==> config.mk <==
export PLATFORM = sky130hd
export DESIGN_NAME = uart_tx_arb
export DESIGN_NICKNAME = d
export VERILOG_FILES = /design/src/rtl/uart_tx_arb.sv
export SDC_FILE = /design/constraint.sdc
export NUM_CORES = 1
export LEC_CHECK = 0
export CORE_MARGIN = 3
export CORE_UTILIZATION = 36
export DETAILED_ROUTE_END_ITERATION = 10
export PLACE_DENSITY = 0.76
export SLEW_MARGIN = 10
export SYNTH_ARGS = -nofsm -noshare
export SYNTH_HDL_FRONTEND = slang
export SYNTH_SLANG_ARGS = --single-unit
==> constraint.sdc <==
create_clock -name clk -period 1.2 [get_ports clk]
set_input_delay 0.24 -clock clk [delete_from_list [all_inputs] [get_ports clk]]
set_output_delay 0.24 -clock clk [all_outputs]
set_load 0.02 [all_outputs]
==> src/rtl/uart_tx_arb.sv <==
// uart_tx_arb: round-robin byte arbiter sharing one uart_tx between NUM_REQ requesters.
// Define UART_TX_ARB_PKT_LOCK_EN to keep multi-byte packets from being interleaved.
module uart_tx_arb #(
    parameter  int NUM_REQ      = 2,
    parameter  int BUSY_TIMEOUT = 16,
    localparam int GID_W        = (NUM_REQ > 1) ? $clog2(NUM_REQ) : 1
) (
    input  logic                 clk,
    input  logic                 rst,
    input  logic [NUM_REQ-1:0]   req_valid,
    input  logic [NUM_REQ*8-1:0] req_data,
    input  logic [NUM_REQ-1:0]   req_last,
    output logic [NUM_REQ-1:0]   req_ready,
    output logic                 send_en,
    output logic [7:0]           send_data,
    input  logic                 send_busy,
    output logic [GID_W-1:0]     grant_id,
    output logic                 timeout_err
);

    localparam int CNT_W = (BUSY_TIMEOUT > 2) ? $clog2(BUSY_TIMEOUT) : 1;
    localparam logic [CNT_W-1:0] TO_MAX = CNT_W'(BUSY_TIMEOUT - 1);

    typedef enum logic [1:0] {IDLE, WAIT_HI, WAIT_LO} state_t;

    state_t             state, state_n;
    logic [GID_W-1:0]   last_grant;
    logic [CNT_W-1:0]   cnt;
    logic [NUM_REQ-1:0] elig;
    logic [GID_W-1:0]   win;
    logic [7:0]         win_data;
    logic               found;
    logic               accept;
    logic               tmo;
    int                 idx;

`ifdef UART_TX_ARB_PKT_LOCK_EN
    logic             lock_vld;
    logic [GID_W-1:0] lock_id;

    // While locked only the owner may win, even if it is momentarily idle.
    always_comb begin
        elig = req_valid;
        if (lock_vld)
            elig = req_valid & (NUM_REQ'(1) << lock_id);
    end

    always_ff @(posedge clk) begin
        if (rst) begin
            lock_vld <= 1'b0;
            lock_id  <= '0;
        end else if (tmo) begin
            lock_vld <= 1'b0;
        end else if (accept) begin
            lock_vld <= !req_last[win];
            lock_id  <= win;
        end
    end
`else
    logic unused_last;
    assign unused_last = ^req_last;
    assign elig = req_valid;
`endif

    // Round-robin search starting just after the previous winner.
    always_comb begin
        found    = 1'b0;
        win      = '0;
        idx      = 0;
        win_data = '0;
        for (int i = 1; i <= NUM_REQ; i++) begin
            idx = (int'(last_grant) + i) % NUM_REQ;
            if (!found && elig[idx[GID_W-1:0]]) begin
                found = 1'b1;
                win   = idx[GID_W-1:0];
            end
        end
        for (int i = 0; i < NUM_REQ; i++) begin
            if (win == GID_W'(i))
                win_data = req_data[i*8 +: 8];
        end
    end

    always_ff @(posedge clk) begin
        if (rst)
            state <= IDLE;
        else
            state <= state_n;
    end

    always_comb begin
        state_n = state;
        unique case (state)
            IDLE:    if (accept) state_n = WAIT_HI;
            WAIT_HI: begin
                if (send_busy)          state_n = WAIT_LO;
                else if (cnt == TO_MAX) state_n = IDLE;
            end
            WAIT_LO: if (!send_busy) state_n = IDLE;
            default: state_n = IDLE;
        endcase
    end

    always_comb begin
        accept    = (state == IDLE) && !send_busy && found && !rst;
        tmo       = (state == WAIT_HI) && !send_busy && (cnt == TO_MAX);
        req_ready = '0;
        for (int i = 0; i < NUM_REQ; i++)
            req_ready[i] = accept && (win == GID_W'(i));
    end

    always_ff @(posedge clk) begin
        if (rst) begin
            send_en     <= 1'b0;
            send_data   <= '0;
            grant_id    <= '0;
            timeout_err <= 1'b0;
            last_grant  <= GID_W'(NUM_REQ - 1);
            cnt         <= '0;
        end else begin
            send_en     <= accept;
            timeout_err <= tmo;
            if (accept) begin
                send_data  <= win_data;
                grant_id   <= win;
                last_grant <= win;
                cnt        <= '0;
            end else if ((state == WAIT_HI) && !send_busy && !tmo) begin
                cnt <= cnt + CNT_W'(1);
            end
        end
    end

endmodule

==> results of run 1 <==
-- logic make-up (layout without fill, tap and decap cells) --
group | after synthesis | count (layout)
simple gates | 31 | 31
mux | 1 | 1
flops | 18 | 18
xor+xnor | 1 | 1
buf+inv | 7 | 58
fa+ha+maj | 1 | 1
compound gates | 34 | 34
-- report_power, final --
part	internal, mW	switching [mW]	leakage (nW)
combinational	0.190	0.175	0.400
sequential	0.631	0.0187	0.148
clock	0.117	0.174	0.0138
-- cell usage in the layout (no fill, tap or decap), types with 2 or more instances in the layout --
master and count:
o31ai_1 2, clkdlybuf4s15_2 2, buf_4 15, clkbuf_2 7, clkbuf_4 3, or3_1 2, nand2_1 13, dfxtp_2 3
dfxtp_1 15, and3_1 2, a311oi_1 6, dlygate4sd2_1 5, clkdlybuf4s50_1 16, nor2_2 2, o21ai_1 3, buf_6 7
nand3_1 2, a21oi_1 12
-- final timing paths --
check | endpoint | slack (ns) | start | cells after the start
worst max-delay path | req_ready[1] | -0.23 | state[0]$_SDFFE_PP0P_ | 4
worst min-delay path | grant_id$_SDFFE_PP0P_ | 0.50 | grant_id$_SDFFE_PP0P_ | 2
worst max register to register | cnt[1]$_SDFFE_PP0P_ | -0.22 | state[1]$_SDFFE_PP0P_ | 4
worst min register to register | grant_id$_SDFFE_PP0P_ | 0.50 | grant_id$_SDFFE_PP0P_ | 2
-- worst register-to-register path, cell delays in order (launching register included) --
cell     delay (ns)
dfxtp_2        0.35
buf_6          0.12
or3b_4         0.41
or3b_1         0.37
a21oi_1        0.12
-- per-stage QoR --
stage,util,worst slack [ns],hold WS [ns],cell area (sq um)
final,0.671,-0.233,0.503,1370
after global routing,0.671,-0.273,0.507,1370
after CTS,0.667,-0.242,0.499,1360
after detailed placement,0.626,-0.848,0.486,1280
after global placement,0.626,-0.820,0.461,1280
after floorplan,-,-0.122,0.312,825
-- state kept, by name, indices dropped and copies added, names as in the netlist --
register / count
grant_id: 1
last_grant: 1
send_data: 8
state: 2
cnt: 4
timeout_err: 1
send_en: 1
-- layer usage --
metal | vias up | routed length (um) | global-route usage
met4 | 0 | 16 | 0.0809
li1 | 445 | - | -
met5 | - | 0 | 0
met3 | 2 | 188 | 0.0648
met1 | 413 | 1020 | 0.218
met2 | 34 | 1130 | 0.288
-- what timing repair did --
item                                   4_1_cts  5_1_grt
buffers inserted                             4        0
endpoints found under the hold margin        0        0
cloned                                       0        0
pin swaps                                   11        5
resized for setup                           47       22
setup endpoints to repair                   27       25
hold buffers                                 0        0
-- cell type report --
cell class / instances / area (sq um) / area share
flip-flops and latches: 18 / 364 / 0.266
multi-input cells: 68 / 474 / 0.346
clock buffers: 3 / 22.5 / 0.0164
repair buffers: 53 / 463 / 0.338
well taps: 27 / 33.8 / 0.0247
inverters: 2 / 12.5 / 0.00913
==> flow_summary_export.csv, run 1 <==
group,metric,value,unit
synth,netlist.area_leader.share,0.447,
cts,cts_sinks,18,
timing,hold_viol_final,0,
cts,h-tree-depth,1,
floorplan,io_pins,36,
cts,numCtsBuffers,3,
global_routing,grt_pass1_wl,3750,um
synth,synth_xor_area_frac,0.0109,
floorplan,core,0.00204,sq mm
power,peakVddDrop,648,uV
synth,ys_top_cells_by_area,"dfxtp_1 45%, a21oi_1 8.1%, a311oi_1 7.6%",
power,total_power,1.31,mW
floorplan,fp.dieH,53.3,um
route,routed_via_density,5.23,
global_routing,grt_pass1_vias,868,
timing,final.setup.worst_slack,-0.233,ns
status,violations,"setup timing",
synth,synth-seq-cells,18,
route,wl_per_cell,13.8,um
timing,worstMarginPinSlew,0.295,ns
route,ant_nets,0,
global_routing,antenna_found_initial,0,
layout,nFillCells,192,
timing,timing.fmax,698,MHz
floorplan,rows,16,
layout,fin_cells,171,
synth,synth-edff-count,0,
min_path,hp-class,"flop to flop",
synth,synthAdderAreaFrac,0.0155,
global_routing,grt_max_degree,14,
route,route.detailed.drc,0,
status,status,"finished with violations",
global_routing,overflow,0,
synth,synth_fp_nets,117,
synth,muxShareOfSynthArea,0.0124,
route,drtIter0Drc,23,
timing,final-max-slew-violation-count,0,
timing,period_share,1.19,
cts,root_buffer,"clkbuf_4",
floorplan,die_x,53.3,um
setup_path,cp_cell_sequence,"o21ba_2 > nand2_4 > nor2_2 > buf_6",
cts,cts_tree,"yes",
synth,synthCells,93,
setup_path,worst-setup-path-type,"flop to primary output",
power,power.static_leakage,0.562,nW
synth,yosysMostFrequentCell,"dfxtp_1",
route,dr.pass1.iters,4,
synth,synth_area,807,sq um
setup_path,cpMaxStageDelayCell,"dfxtp_2",
synth,synth-simple-area-share,0.195,
layout,syn_to_final_growth,69.8,%
setup_path,start_kind,"flop",
global_routing,track_usage,0.182,
synth,synth_top_area_cell,"dfxtp_1",
synth,synth_cell_types,29,
setup_path,worstPathRequired,0.96,ns
job,max_cap_violations,0,
timing,rsz0062_at_grt,"true",
synth,yosysWarnings,0,
setup_path,cp.arrival,1.19,ns
route,drt-total-wl,2350,um
cts,clkSlewWorstSetupHoldPaths,0.09,ns
route,num_vias,894,
setup_path,slowest_delay,0.33,ns
layout,diodes,0,
synth,synth_compound_gate_area_share,0.282,
synth,synth_top_family_by_area,"compound AO/OA/AOI/OAI gates",
floorplan,dieArea,0.00285,sq mm
layout,layout-drive-gt1-share,0.368,
placed_design,dp_hpwl,1710,um
synth,seq_area_frac_synth,0.447,
synth,synth_flop_cell,"dfxtp_1",
timing,fin_worst_skew,0.00136,ns
cts,clk_latency,0.28,ns
synth,async_flop_share,0,
setup_path,cp_top_family,"flip-flops",
cts,clockBufferDepth,2,
placed_design,io_buffers,33,
layout,fin_nets,170,
setup_path,critPathBufInv,1,
timing,setup_viol,9,
setup_path,worstSetupEndpointType,"primary output",
setup_path,crit_fanout,3,
timing,period_minus_slack,1.43,ns
placed_design,gp_routability_congestion,0.735,
placed_design,dp.cells,164,
power,powerDensity,953,mW/mm^2
floorplan,start_util,0.395,
synth,netlist_top_cells_count,"18 x dfxtp_1, 14 x nand2_1, 13 x a21oi_1",
synth,syn_avg_cell_area,8.68,sq um
timing,setup_tns,-1.40,ns
timing,relSlewSlack,0.802,
No activity file was read; power rests on OpenSTA's default activity.
==> inputs of run 2 (changes only) <==
Settings changed: CAP_MARGIN set to 20, CORE_UTILIZATION 36 to 38, CTS_BUF_LIST set to sky130_fd_sc_hd__clkbuf_4 sky130_fd_sc_hd__clkbuf_8, PLACE_DENSITY 0.76 to 0.8.
==> run 2 against run 1 <==
Net effect:
- worst setup slack got worse by 0.037 ns
- non-clock buffer count increased by 1
- first-iteration DRC count decreased by 26%
- clock-buffer cell count increased by 1
- critical endpoint is now req_ready[0]
- cell area increased by 8.8%
- die area shrank 4.7%
- the run still ends with setup timing left
- largest power group unchanged
- sequential cell count stayed put
==> flow_summary_export.csv, run 2 (same netlist as run 1, synthesis figures left out) <==
group,metric,value,unit
power,powerDensity,988,mW/mm^2
timing,period_share,1.22,
layout,syn_to_final_growth,84.7,%
floorplan,io_pins,36,
timing,period_minus_slack,1.47,ns
placed_design,dp_hpwl,1720,um
timing,final-max-slew-violation-count,0,
cts,clk_latency,0.30,ns
layout,largest_register_ffs,8,
min_path,holdPathStages,3,
placed_design,gp_routability_congestion,0.707,
layout,layout-drive-gt1-share,0.449,
setup_path,worstPathRequired,0.96,ns
route,route.detailed.drc,0,
route,num_vias,996,
setup_path,critPathBufInv,1,
global_routing,overflow,0,
layout,layout_commonest_cell,"clkdlybuf4s50_1",
floorplan,rows,16,
cts,numCtsBuffers,3,
timing,setup_tns,-1.64,ns
cts,cts_sinks,18,
min_path,hp-class,"input pin to flop",
timing,timing.fmax,681,MHz
route,dr.pass1.iters,4,
timing,relSlewSlack,0.794,
cts,h-tree-depth,1,
floorplan,start_util,0.407,
cts,clkSlewWorstSetupHoldPaths,0.11,ns
timing,rsz0062_at_grt,"true",
route,drt-total-wl,3100,um
layout,fin_area,0.00149,sq mm
setup_path,r2r_cells,4,
timing,worstMarginPinSlew,0.309,ns
power,peakVddDrop,714,uV
timing,setup_viol,11,
status,status,"finished with violations",
setup_path,worstSetupEndpointType,"primary output",
layout,top_register,"send_data",
setup_path,slowest_delay,0.38,ns
status,violations,"setup timing",
timing,hold_viol_final,0,
setup_path,cp_top_family,"simple AND/OR/NAND/NOR gates",
setup_path,crit_fanout,3,
layout,nFillCells,123,
setup_path,worst-setup-path-type,"flop to primary output",
cts,clockBufferDepth,2,
cts,root_buffer,"clkbuf_4",
floorplan,fp.dieH,52.1,um
route,drtIter0Drc,17,
cts,cts-hold-fix-buffers,0,
timing,fin_worst_skew,0.00317,ns
route,wl_per_cell,17.8,um
placed_design,placed_cell_area,0.00127,sq mm
setup_path,cpMaxStageDelayCell,"dfxtp_4",
power,power.static_leakage,0.596,nW
setup_path,cp.depth,4,
global_routing,antenna_found_initial,0,
floorplan,dieArea,0.00271,sq mm
floorplan,die_x,52.1,um
setup_path,cp_cell_sequence,"nor3_4 > nand2_4 > nor2_4 > buf_6",
placed_design,io_buffers,33,
setup_path,start_kind,"flop",
job,max_cap_violations,0,
global_routing,grt_pass1_wl,3960,um
floorplan,core,0.00198,sq mm
layout,reg_top3,"send_data: 8 flops, cnt: 4 flops, state: 2 flops",
route,routed_via_density,5.72,
layout,fin_nets,172,
global_routing,track_usage,0.202,
route,ant_nets,0,
placed_design,dp_slack,-0.799,ns
layout,final_cell_mix,"16 x clkdlybuf4s50_1, 15 x dfxtp_1, 14 x buf_4, 12 x nand2_1, 12 x a21oi_1",
global_routing,grt_pass1_vias,910,
setup_path,cp.arrival,1.23,ns
timing,final.setup.worst_slack,-0.269,ns
cts,cts_tree,"yes",
global_routing,grt_max_degree,14,
layout,diodes,0,
timing,hold_slack,0.489,ns
run 2: changes by cell type in the layout (fill, tap and decap cells not counted), sizes merged:
cell	before	now
clkbuf	10	9
buf	22	25
clkdlybuf4s15	3	4
dlygate4sd2	5	4
or3b	2	3
run 2: routing by layer:
layer | wire, um | global-route usage
met4 | 98 | 0.153
met3 | 230 | 0.0516
met5 | 0 | 0
met1 | 1200 | 0.222
met2 | 1570 | 0.331
run 2: path summary, 6_finish.rpt:
check | startpoint | endpoint | slack [ns]
setup reg to reg | state[1]$_SDFFE_PP0P_ | cnt[1]$_SDFFE_PP0P_ | -0.26
setup / recovery | state[1]$_SDFFE_PP0P_ | req_ready[0] | -0.27
hold / removal | req_data[7] | send_data[7]$_SDFFE_PP0P_ | 0.49
hold reg to reg | grant_id$_SDFFE_PP0P_ | grant_id$_SDFFE_PP0P_ | 0.54
run 2: what timing repair did:
item	CTS	global route
setup endpoints to repair	28	23
setup buffers	1	7
gates resized for setup	56	35
gates cloned	1	0
pin swaps	8	11
hold endpoints to repair	0	0
run 2: where the power goes:
group	switching (mW)	internal, mW	total [mW]
registers	0.0247	0.630	0.654
logic	0.211	0.221	0.431
clock network	0.202	0.185	0.387
total	0.437	1.04	1.47
run 2: layout make-up:
| class | instances | area (sq um) | area share |
|---|---|---|---|
| Multi-Input combinational cell | 69 | 556 | 0.373 |
| Timing Repair Buffer | 54 | 485 | 0.326 |
| Sequential cell | 18 | 369 | 0.248 |
| Clock buffer | 4 | 36.3 | 0.0243 |
| Tap cell | 27 | 33.8 | 0.0227 |
| Inverter | 2 | 10.0 | 0.00672 |
run 2: per-stage QoR:
step / std cells / util / power (mW)
after floorplan: 93 / - / 0.819
after global placement: 163 / 0.641 / 0.994
after detailed placement: 163 / 0.641 / 1.00
after CTS: 169 / 0.694 / 1.39
after global routing: 174 / 0.752 / 1.53
final: 174 / 0.752 / 1.47
run 2: worst reg2reg max path: cells and delay by family, from the launching register on:
| kind | cells | cell delay, ns |
|---|---|---|
| AOI/OAI and AO/OA | 1 | 0.13 |
| buffers and inverters | 1 | 0.12 |
| DFF | 1 | 0.38 |
| and+or+nand+nor | 2 | 0.76 |
==> inputs of run 3 (changes only) <==
Settings changed: CORE_MARGIN 3 to 2, SKIP_CTS_REPAIR_TIMING set to 1.
==> run 3 against run 2 <==
Net effect:
- the flow still finishes with violations (setup timing)
- register-to-register slack improved by 0.02 ns
- core utilization did not move
- power fell by 2.4%
- routed wire length fell by 7.9%
- first-iteration DRC count fell by 47%
- sequential cell count did not move
- cell area did not move
- sequential share of layout area did not move
- hold slack got worse by 0.057 ns
- global-route usage fell by 0.94 points
- critical endpoint unchanged
==> flow_summary_export.csv, run 3 (same netlist as run 1, synthesis figures left out) <==
group,metric,value,unit
placed_design,placed_cell_area,0.00126,sq mm
setup_path,worst-setup-path-type,"flop to primary output",
global_routing,use_met1,0.201,
timing,worstMarginPinSlew,0.249,ns
layout,fin_area,0.00149,sq mm
layout,top_register,"send_data",
timing,relSlewSlack,0.832,
route,routed_via_density,5.59,
power,powerDensity,964,mW/mm^2
layout,layout_commonest_cell,"clkdlybuf4s50_1",
global_routing,track_usage,0.193,
layout,syn_to_final_growth,84.7,%
route,drt-total-wl,2850,um
timing,period_minus_slack,1.49,ns
cts,clockBufferDepth,2,
floorplan,io_pins,36,
timing,timing.fmax,673,MHz
layout,largest_register_ffs,8,
route,num_vias,956,
floorplan,start_util,0.407,
layout,multi_input_comb_area,523,sq um
setup_path,worstSetupEndpointType,"primary output",
status,violations,"setup timing",
global_routing,grt_pass1_wl,3740,um
cts,cts_tree,"yes",
timing,period_share,1.24,
layout,layout-drive-gt1-share,0.368,
power,p_comb_frac,0.283,
layout,fin_nets,169,
power,internal_power,1.03,mW
min_path,hp-class,"input pin to flop",
global_routing,use_met3,0.0727,
global_routing,grt_max_degree,14,
cts,cts_sinks,18,
placed_design,dp_hpwl,1690,um
global_routing,gr-usage-met2,0.349,
placed_design,gp_routability_congestion,0.726,
setup_path,slowest_delay,0.35,ns
placed_design,io_buffers,33,
setup_path,cp_cell_sequence,"o21ba_2 > nand2_2 > nor2_2 > buf_6",
layout,seqCellArea,369,sq um
timing,fin_worst_skew,0.00361,ns
route,dr.pass1.iters,4,
layout,final_cell_mix,"16 x clkdlybuf4s50_1, 15 x dfxtp_1, 14 x dlymetal6s2s_1, 13 x nand2_1, 13 x buf_4",
setup_path,cp.arrival,1.25,ns
floorplan,rows,16,
global_routing,antenna_found_initial,0,
setup_path,crit_fanout,3,
route,drtIter0Drc,9,
cts,root_buffer,"clkbuf_4",
job,max_cap_violations,0,
power,peakVddDrop,640,uV
global_routing,overflow,0,
power,p_seq_frac,0.457,
route,wl_per_cell,16.7,um
route,ant_nets,0,
floorplan,fp.dieH,50.1,um
floorplan,core,0.00198,sq mm
cts,clk_latency,0.29,ns
layout,reg_top3,"send_data: 8 flops, cnt: 4 flops, state: 2 flops",
floorplan,dieArea,0.00251,sq mm
global_routing,grt_pass1_vias,920,
timing,final-max-slew-violation-count,0,
timing,final.setup.worst_slack,-0.286,ns
timing,hold_viol_final,0,
cts,clkSlewWorstSetupHoldPaths,0.11,ns
timing,setup_viol,9,
status,status,"finished with violations",
route,route.detailed.drc,0,
power,power.static_leakage,0.757,nW
power,switching_share,0.284,
power,p_clk_frac,0.260,
global_routing,grt_busiest_layer,"met2",
timing,hold_slack,0.433,ns
floorplan,die_x,50.1,um
power,switching_power,408,uW
layout,nFillCells,127,
setup_path,cpMaxStageDelayCell,"dfxtp_2",
cts,numCtsBuffers,3,
timing,rsz0062_at_grt,"true",
setup_path,cp_top_family,"flip-flops",
setup_path,start_kind,"flop",
layout,diodes,0,
cts,h-tree-depth,1,
timing,setup_tns,-1.58,ns
setup_path,worstPathRequired,0.96,ns
setup_path,critPathBufInv,1,
==> run 3: cell types whose count changed in the layout (fill, tap and decap cells not counted), moves of 2 or more <==
| cell | before | now |
|---|---|---|
| a21oi_1 | 12 | 5 |
| a21oi_2 | 1 | 7 |
| a311oi_1 | 4 | 6 |
| a311oi_2 | 3 | 1 |
| buf_2 | 2 | 0 |
| buf_6 | 8 | 6 |
| clkbuf_2 | 5 | 1 |
| clkdlybuf4s15_2 | 4 | 0 |
| dlygate4sd2_1 | 4 | 0 |
| dlymetal6s2s_1 | 0 | 14 |
| nor2_4 | 2 | 0 |
| o21ai_0 | 2 | 4 |
| o21ai_1 | 2 | 0 |
| o31ai_2 | 0 | 2 |
==> run 3: routing by layer <==
layer / vias to the layer above / share of wire
met2: 42 / 0.53
met1: 457 / 0.38
li1: 451 / -
met3: 6 / 0.072
met4: 0 / 0.016
met5: - / 0
==> run 3: worst paths after layout <==
path / slack [ns] / depth (start not counted) / end / from
worst max-delay path: -0.29 / 4 / req_ready[0] / state[0]$_SDFFE_PP0P_
worst min-delay path: 0.43 / 3 / state[1]$_SDFFE_PP0P_ / send_busy
worst max register to register: -0.24 / 4 / cnt[1]$_SDFFE_PP0P_ / state[0]$_SDFFE_PP0P_
worst min register to register: 0.51 / 2 / send_data[5]$_SDFFE_PP0P_ / send_data[5]$_SDFFE_PP0P_
==> run 3: layout make-up <==
| cell class | instances | share of cell area |
|---|---|---|
| clock buffers | 4 | 0.0243 |
| inverters | 2 | 0.00504 |
| multi-input cells | 69 | 0.351 |
| flip-flops and latches | 18 | 0.248 |
| well taps | 27 | 0.0227 |
| repair buffers | 51 | 0.349 |
==> run 3: worst min-delay path: stages <==
cell and delay (ns):
dlymetal6s2s_1 0.16, buf_4 0.17, nor3b_1 0.13
==> run 3: stage by stage <==
stage               setup WS (ns)  instances  power (mW)   util
finish                     -0.286        171        1.44  0.752
floorplan                  -0.122         93       0.819      -
global route               -0.350        171        1.50  0.752
CTS                        -0.846        166        1.37  0.656
detailed placement         -0.827        162        1.01  0.638
global placement           -0.784        162       0.994  0.638
==> run 3: power by group through the flow <==
stage / Combinational [mW] / Sequential (mW) / Clock [mW]
floorplan: 0.127 / 0.691 / 0
CTS: 0.344 / 0.650 / 0.373
global placement: 0.332 / 0.662 / 0
detailed placement: 0.342 / 0.663 / 0
finish: 0.407 / 0.657 / 0.374
global route: 0.428 / 0.660 / 0.411
